File: src/rtl/reduce_pkg.sv
// Shared types and helpers for the frame reduction stream block.
package reduce_pkg;

  // Frame operator; op_sel encoding 2'b11 also maps to XOR.
  typedef enum logic [1:0] {
    OP_AND = 2'b00,
    OP_OR  = 2'b01,
    OP_XOR = 2'b10
  } op_e;

  // IDLE: no frame open, ACCUM: frame open, HOLD: result pending.
  typedef enum logic [1:0] {
    S_IDLE  = 2'b00,
    S_ACCUM = 2'b01,
    S_HOLD  = 2'b10
  } state_e;

  // Combine two bits with the frame operator.
  function automatic logic op_apply(input op_e op, input logic a, input logic b);
    logic r;
    case (op)
      OP_AND:  r = a & b;
      OP_OR:   r = a | b;
      default: r = a ^ b;
    endcase
    return r;
  endfunction

  // Map the raw op_sel field onto the operator enum.
  function automatic op_e op_decode(input logic [1:0] sel);
    op_e r;
    case (sel)
      2'b00:   r = OP_AND;
      2'b01:   r = OP_OR;
      default: r = OP_XOR;
    endcase
    return r;
  endfunction

endpackage

File: src/rtl/reduce_word.sv
// Single-word reduction: folds every bit of one word with the given operator.
module reduce_word
  import reduce_pkg::*;
#(
  parameter int WIDTH = 8
) (
  input  op_e              op_i,
  input  logic [WIDTH-1:0] data_i,
  output logic             bit_o
);

  // Pure combinational bit fold.
  always_comb begin
    bit_o = 1'b0;
    case (op_i)
      OP_AND:  bit_o = &data_i;
      OP_OR:   bit_o = |data_i;
      default: bit_o = ^data_i;
    endcase
  end

endmodule

File: src/rtl/reduce_stream.sv
// Frame reducer: folds every bit of every beat in a frame into one result bit,
// counts the beats (saturating) and holds the result until it is consumed.
//
// Handshakes: a transfer happens on a rising clk edge where valid and ready
// are both high. in_ready is high in IDLE/ACCUM and low in HOLD; out_valid is
// high only in HOLD and the outputs stay stable there until out_ready is seen.
module reduce_stream
  import reduce_pkg::*;
#(
  parameter int WIDTH = 8,
  parameter int CNT_W = 8
) (
  input  logic             clk,
  input  logic             rst,
  input  logic [1:0]       op_sel,
  input  logic             in_valid,
  output logic             in_ready,
  input  logic [WIDTH-1:0] in_data,
  input  logic             in_last,
  output logic             out_valid,
  input  logic             out_ready,
  output logic             out_bit,
  output logic [CNT_W-1:0] out_count,
  output logic             out_sat,
  output state_e           dbg_state
);

  state_e           state_q, state_d;
  op_e              op_q, op_d;
  logic             acc_q, acc_d;
  logic [CNT_W-1:0] count_q, count_d;
  logic             sat_q, sat_d;

  op_e  word_op;
  logic word_bit;
  logic accept;

  // The first beat of a frame uses op_sel directly; later beats use the latched operator.
  assign word_op = (state_q == S_IDLE) ? op_decode(op_sel) : op_q;

  reduce_word #(.WIDTH(WIDTH)) u_word (
    .op_i   (word_op),
    .data_i (in_data),
    .bit_o  (word_bit)
  );

  assign in_ready  = (state_q != S_HOLD);
  assign accept    = in_valid && in_ready;
  assign out_valid = (state_q == S_HOLD);
  assign out_bit   = out_valid ? acc_q : 1'b0;
  assign out_count = out_valid ? count_q : '0;
  assign out_sat   = out_valid ? sat_q : 1'b0;
  assign dbg_state = state_q;

  // Next-state and datapath update.
  always_comb begin
    state_d = state_q;
    op_d    = op_q;
    acc_d   = acc_q;
    count_d = count_q;
    sat_d   = sat_q;
    case (state_q)
      S_IDLE: begin
        if (accept) begin
          op_d    = op_decode(op_sel);
          acc_d   = word_bit;
          count_d = CNT_W'(1);
          sat_d   = 1'b0;
          state_d = in_last ? S_HOLD : S_ACCUM;
        end
      end
      S_ACCUM: begin
        if (accept) begin
          acc_d = op_apply(op_q, acc_q, word_bit);
          if (count_q == {CNT_W{1'b1}}) begin
            sat_d = 1'b1;
          end else begin
            count_d = count_q + CNT_W'(1);
          end
          if (in_last) begin
            state_d = S_HOLD;
          end
        end
      end
      S_HOLD: begin
        if (out_ready) begin
          state_d = S_IDLE;
          acc_d   = 1'b0;
          count_d = '0;
          sat_d   = 1'b0;
        end
      end
      default: begin
        state_d = S_IDLE;
      end
    endcase
  end

  // All state registers; synchronous reset discards any open frame.
  always_ff @(posedge clk) begin
    if (rst) begin
      state_q <= S_IDLE;
      op_q    <= OP_AND;
      acc_q   <= 1'b0;
      count_q <= '0;
      sat_q   <= 1'b0;
    end else begin
      state_q <= state_d;
      op_q    <= op_d;
      acc_q   <= acc_d;
      count_q <= count_d;
      sat_q   <= sat_d;
    end
  end

endmodule

File: config.mk
export PLATFORM = sky130hd
export DESIGN_NAME = reduce_stream
export DESIGN_NICKNAME = d
export VERILOG_FILES = /design/src/rtl/reduce_pkg.sv /design/src/rtl/reduce_word.sv /design/src/rtl/reduce_stream.sv
export SDC_FILE = /design/constraint.sdc
export NUM_CORES = 1
export LEC_CHECK = 0
export ABC_CLOCK_PERIOD_IN_PS = 3900
export BUFFER_PORTS_ARGS = -buffer_cell sky130_fd_sc_hd__buf_2
export CAP_MARGIN = 5
export CORE_ASPECT_RATIO = 0.75
export CORE_MARGIN = 4
export CORE_UTILIZATION = 45
export CTS_BUF_LIST = sky130_fd_sc_hd__clkbuf_2 sky130_fd_sc_hd__clkbuf_4 sky130_fd_sc_hd__clkbuf_8
export DETAILED_ROUTE_END_ITERATION = 8
export GPL_ROUTABILITY_DRIVEN = 0
export PLACE_DENSITY = 0.69
export SKIP_CTS_REPAIR_TIMING = 1
export SLEW_MARGIN = 20
export SYNTH_ARGS = -nofsm -noshare
export SYNTH_HDL_FRONTEND = slang
export SYNTH_HIERARCHICAL = 1
export SYNTH_SLANG_ARGS = --single-unit
export TNS_END_PERCENT = 5
File: constraint.sdc
create_clock -name clk -period 3.9 [get_ports clk]
set_input_delay 0.585 -clock clk [delete_from_list [all_inputs] [get_ports clk]]
set_output_delay 0.585 -clock clk [all_outputs]
set_load 0.02 [all_outputs]
After elaboration in Yosys (flattened, before gate mapping)
Cells that the tools add are included.

Muxes and demuxes: 26. Reductions and logical operators: 14. Add/sub/neg operators: 1. Equality and inequality tests: 13. Bitwise gates (word level): 3.

Operators with widths (count): two-way mux 8 bit (5); one-hot mux 8 bit (3 select lines) (1); two-way mux 2 bit (6); != test 2 bit (second input constant) (6); AND reduction 5 bit (2); adder 8 x 1 -> 8 bit (second input constant) (1); equality test 2 x 1 -> 1 bit (second input constant) (4); equality test 8 bit (second input constant) (1); logical NOT 2 bit (4); two-way mux 1 bit (8); AND reduction 4 bit (2); AND reduction 8 bit (1); OR reduction 8 bit (1); parity 8 bit (1); one-hot mux 1 bit (3 select lines) (2); one-hot mux 2 bit (3 select lines) (1); one-hot mux 1 bit (2 select lines) (2); one-hot mux 2 bit (2 select lines) (1); nonzero test 3 bit (1); equality test 2 bit (second input constant) (1); != test 2 x 1 -> 1 bit (second input constant) (1); AND reduction 2 bit (1); bitwise AND 1 bit (1); logical AND 1 bit (1); other kinds (2) (2).

Output and inout port bits: 14. Word-level logic and storage cells: 62. Register bits after elaboration: 14. Input bits: 15.

Longest topological paths before layout
Word-level depth: 9. Depth in mapped cells: 11. Gate-level depth less buffers: 11.

By module
Netlist, hierarchy kept.

Modules (own cells, without submodules): reduce_stream (cells each 124, area an instance 1026.0 µm², instances 1, seq. area each 280.3 µm²); reduce_word (cells each 23, area an instance 187.7 µm², instances 1, seq. area each 0.0 µm²).

Worst setup path after synthesis
No wires, ideal clock.

Path kind: register to register. From: reg state_q[1] (netlist: dbg_state[1]). To: reg acc_q. Period minus slack after synthesis: 2501 ps. Slack: 1399 ps. Data required time: 3809 ps. Stages on the path, launching flop included: 12. Library setup time: 91 ps. Buffers on the path: 0. Arrival time: 2410 ps. Cells stage by stage: dfxtp_1 > inv_1 > ha_1 > mux2_2 > and3_1 > a311oi_1 > a21o_1 > inv_1 > ha_1 > nand2b_1 > o2111ai_1 > a311oi_1.

Cells in the longest elaborated chain, start to end: 8. Elaborated cells on any way between the ends: 21. Those cells by class: eq/ne: 7; mux: 6; bitwise: 3; reduce/logical: 5.

Ends and longest elaborated chain: start, declared (line reduce_stream.sv:28) `state_e state_q, state_d;`; start signal, assigned (line reduce_stream.sv:108) `state_q <= state_d;`; logical NOT 2 bit * (line reduce_stream.sv:39) `assign word_op = (state_q == S_IDLE) ? op_decode(op_sel) : op_q;`; two-way mux 2 bit * (line reduce_stream.sv:39); named net word_op[0] (line reduce_stream.sv:34) `op_e word_op;`; equality test 2 x 1 -> 1 bit / logical NOT 2 bit (equally long branches) (line reduce_word.sv:15) `case (op_i)`; one-hot mux 1 bit (2 select lines) * (line reduce_word.sv:15); named net word_bit (line reduce_stream.sv:35) `logic word_bit;`; XOR 1 bit (tied with other cells) (line reduce_pkg.sv:24) `default: r = a ^ b;`; one-hot mux 1 bit (2 select lines) (line reduce_pkg.sv:21) `case (op)`; two-way mux 1 bit (line reduce_stream.sv:73) `if (accept) begin`; one-hot mux 1 bit (3 select lines) * (line reduce_stream.sv:62) `case (state_q)`; end signal, assigned (line reduce_stream.sv:104) `acc_q <= 1'b0;`; end signal, assigned (line reduce_stream.sv:110) `acc_q <= acc_d;`; end, declared (line reduce_stream.sv:30) `logic acc_q, acc_d;`.

Mark *: on every way through the listed nets, which the timed path passes. The rest lies on a longest branch. The select of a mux whose other input is x is not followed. A chain may end at the register's enable or synchronous reset.

Final worst setup path
Ends and elaborated chain as after synthesis.

==> flow_metrics.env <==
export IMPL_outcome="complete, no violations"
export IMPL_areaGrowthSynthToFinish_pct=15.67
export IMPL_rsz0062_at_grt="false"
export IMPL_clk_pin_slew_ns=0.10
export IMPL_antennaDiodeCount=0
export IMPL_path_delay_family="compound AO/OA/AOI/OAI gates"
export IMPL_path_depth=11
export IMPL_setup_viol=0
export IMPL_drt_iter0_markers=120
export IMPL_synthFlopType="dfxtp_1"
export IMPL_clock_root_buffer="clkbuf_4"
export IMPL_cts_sinks=14
export IMPL_fmax_mhz=367.6
export IMPL_synth_fp_nets=177
export IMPL_p_sw_share_pct=41.63
export IMPL_pin_count=29
export IMPL_p_leak_nw=0.6833
export IMPL_routed_wl_mm=2.723
export IMPL_cts_tree="built"
export IMPL_grt_pass1_vias=1055
export IMPL_start_kind="register"
export IMPL_synth_seq_area_share_pct=23.09
export IMPL_stdcell_area_sq_um=1404
export IMPL_via_per_inst=5.344
export IMPL_skew_ns=0.007168
export IMPL_max_slew_worst_pin_slew_ns=0.5304
export IMPL_slew_headroom_pct=64.64
export IMPL_wire_per_inst_um=13.03
export IMPL_grt_pass1_wl_mm=4.491
export IMPL_path_buf_inv=2
export IMPL_row_count=16
export IMPL_yosys_warnings=6
export IMPL_r2r_start="dbg_state[1]"
export IMPL_fin_crit_ns=2.720
export IMPL_port_buffers=28
export IMPL_worstHoldStart="sat_q"
export IMPL_vias=1117
export IMPL_hold_path_class="register to register"
export IMPL_syn_inst=147
export IMPL_critical_path_class="register to register"
export IMPL_cts_buffers=3
export IMPL_synth_seq_cells=14
export IMPL_worstSetupStartpoint="dbg_state[1]"
export IMPL_firstDrtPassIters=4
export IMPL_start_util_pct=46.63
export IMPL_drtAntennaViolNets=0
export IMPL_dpl_hpwl_mm=2.151
export IMPL_switching_power_uw=234.0
export IMPL_arrival_ns=2.92
export IMPL_die_w_um=67.97
export IMPL_cp_max_fo=7
export IMPL_placed_area_sq_um=1368
export IMPL_fin_tns_setup_ns=0
export IMPL_dieHeight_um=52.98
export IMPL_nFillCells=251
export IMPL_drc=0
export IMPL_overflow=0
export IMPL_pwr_share_clk_pct=19.5
export IMPL_critPathRequiredTime_ns=4.10
export IMPL_holdWs_ns=0.4864
export IMPL_end_kind="register"
export IMPL_path_cells="inv_1 -> ha_1 -> mux2_2 -> and3_1 -> a311oi_1 -> a21o_1 -> inv_1 -> ha_1 -> nand2b_1 -> o2111ai_1 -> a311oi_1"
export IMPL_hold_viol=0
export IMPL_timing_hold_worst_path_depth=2
export IMPL_powerDensity_nw_per_um2=400.5
export IMPL_core_area_sq_um=2603
export IMPL_avgSynthCellArea_sq_um=8.256
export IMPL_maxCapViolCount=0
export IMPL_final_layout_size_suffix_gt1_share_pct=23.12
export IMPL_p_comb_share_pct=49.2
export IMPL_cpPeakStageDelay_ns=0.39
export IMPL_slew_violations=0
export IMPL_synth_async_reset_ratio_pct=0
export IMPL_antenna_found_initial=0
export IMPL_htree_levels=1
export IMPL_ir_drop_mv=0.1576
export IMPL_grt_max_degree=15
export IMPL_p_seq_share_pct=31.4
export IMPL_p_int_uw=328.1
export IMPL_rr_worst_depth=11
export IMPL_clk_latency_ns=0.29
export IMPL_clk_path_buf_depth=2
export IMPL_synth_cell_types=46
export IMPL_dieArea_sq_um=3600
export IMPL_power_uw=562.2
export IMPL_critPathSlowestCell="mux2_2"
export IMPL_syn_cell_area_sq_um=1214
export IMPL_finalNetCount=204
export IMPL_synth_edf_count=0
export IMPL_period_share_pct=69.75
export IMPL_grt_usage_pct=16.41
## metal layers
| metal | vias to the layer above | routed length, um | global-route usage, % |
|---|---|---|---|
| li1 | 561 | - | - |
| met1 | 522 | 1269 | 20.84 |
| met2 | 34 | 1274 | 28.64 |
| met3 | 0 | 180 | 4.034 |
| met4 | 0 | 0 | 1.980 |
| met5 | - | 0 | 0 |
## sequential cells by signal, summed over array words and instances, names as in the netlist
register,flops
acc_q,1
count_q,8
op_q,2
dbg_state,2
sat_q,1
## layout by cell type (no fill, tap or decap), types with 4 or more instances in the layout
master	Yosys	layout
nor2b_1	5	5
ha_1	15	15
buf_2	2	28
and2_1	6	6
nor2_1	9	9
inv_1	18	18
nand3_1	9	9
nand2b_1	4	4
nand2_1	8	8
a21o_1	4	4
a21oi_1	5	5
dfxtp_1	14	14
## tightest hold or removal path, cell delays in order (launching register included)
cell	delay, ns
dfxtp_1	0.33
o31ai_1	0.06
a21oi_1	0.06
## per-stage QoR
step | util, % | setup WS [ns] | instances
finish | 53.94 | 1.180 | 209
global placement | 52.55 | 1.364 | 205
floorplan | - | 1.399 | 147
detailed placement | 52.55 | 1.213 | 205
CTS | 53.94 | 1.175 | 209
global route | 53.94 | 0.9657 | 209
## synthesized netlist by cell type, types with 2 or more instances
| library cell | count | share of area, % |
|---|---|---|
| dfxtp_1 | 14 | 23 |
| o31ai_1 | 3 | 1.9 |
| mux2_2 | 3 | 2.8 |
| nand2_1 | 8 | 2.5 |
| nand4_1 | 2 | 1.0 |
| and2_1 | 6 | 3.1 |
| mux2i_1 | 3 | 2.5 |
| ha_1 | 15 | 15 |
| xnor2_1 | 2 | 1.4 |
| buf_2 | 2 | 0.82 |
| clkbuf_2 | 2 | 0.82 |
| nor2b_1 | 5 | 2.6 |
| a21o_1 | 4 | 2.5 |
| nand3_1 | 9 | 3.7 |
| a21oi_1 | 5 | 2.1 |
| nor3_1 | 2 | 0.82 |
| and3_1 | 2 | 1.0 |
| nor2_1 | 9 | 2.8 |
| nand2b_1 | 4 | 2.1 |
| o21ai_0 | 2 | 0.82 |
| inv_1 | 18 | 5.6 |
| a311oi_1 | 2 | 1.4 |
| a211o_1 | 2 | 1.4 |
## worst paths after layout
check        endpoint  slack (ns)
max reg2reg     acc_q        1.18
max             acc_q        1.18
min reg2reg     sat_q        0.49
min             sat_q        0.49
## final cells by class
type	instances	area (sq um)	area share, %
Sequential cell	14	280.3	19.96
Clock buffer	4	36.28	2.585
Inverter	18	67.56	4.813
Timing Repair Buffer	28	140.1	9.982
Multi-Input combinational cell	109	834.6	59.45
Tap cell	36	45.04	3.209
## cell families (layout without fill, tap and decap cells)
group / Yosys count / after routing / share of synthesized area (%)
buffers and inverters: 24 / 50 / 8.144
adder cells (fa/ha/maj): 15 / 15 / 15.46
AND/OR/NAND/NOR: 56 / 56 / 25.67
AO/OA/AOI/OAI: 29 / 29 / 20.21
XOR/XNOR: 3 / 3 / 2.165
flip-flops: 14 / 14 / 23.09
multiplexers: 6 / 6 / 5.258
## power groups by stage
| stage | registers (mW) | clock network [mW] | logic (mW) |
|---|---|---|---|
| floorplan | 0.182 | 0 | 0.209 |
| global placement | 0.177 | 0 | 0.268 |
| detailed placement | 0.179 | 0 | 0.276 |
| CTS | 0.176 | 0.111 | 0.277 |
| global route | 0.179 | 0.116 | 0.304 |
| finish | 0.176 | 0.109 | 0.277 |
No activity file was read; power rests on OpenSTA's default activity.
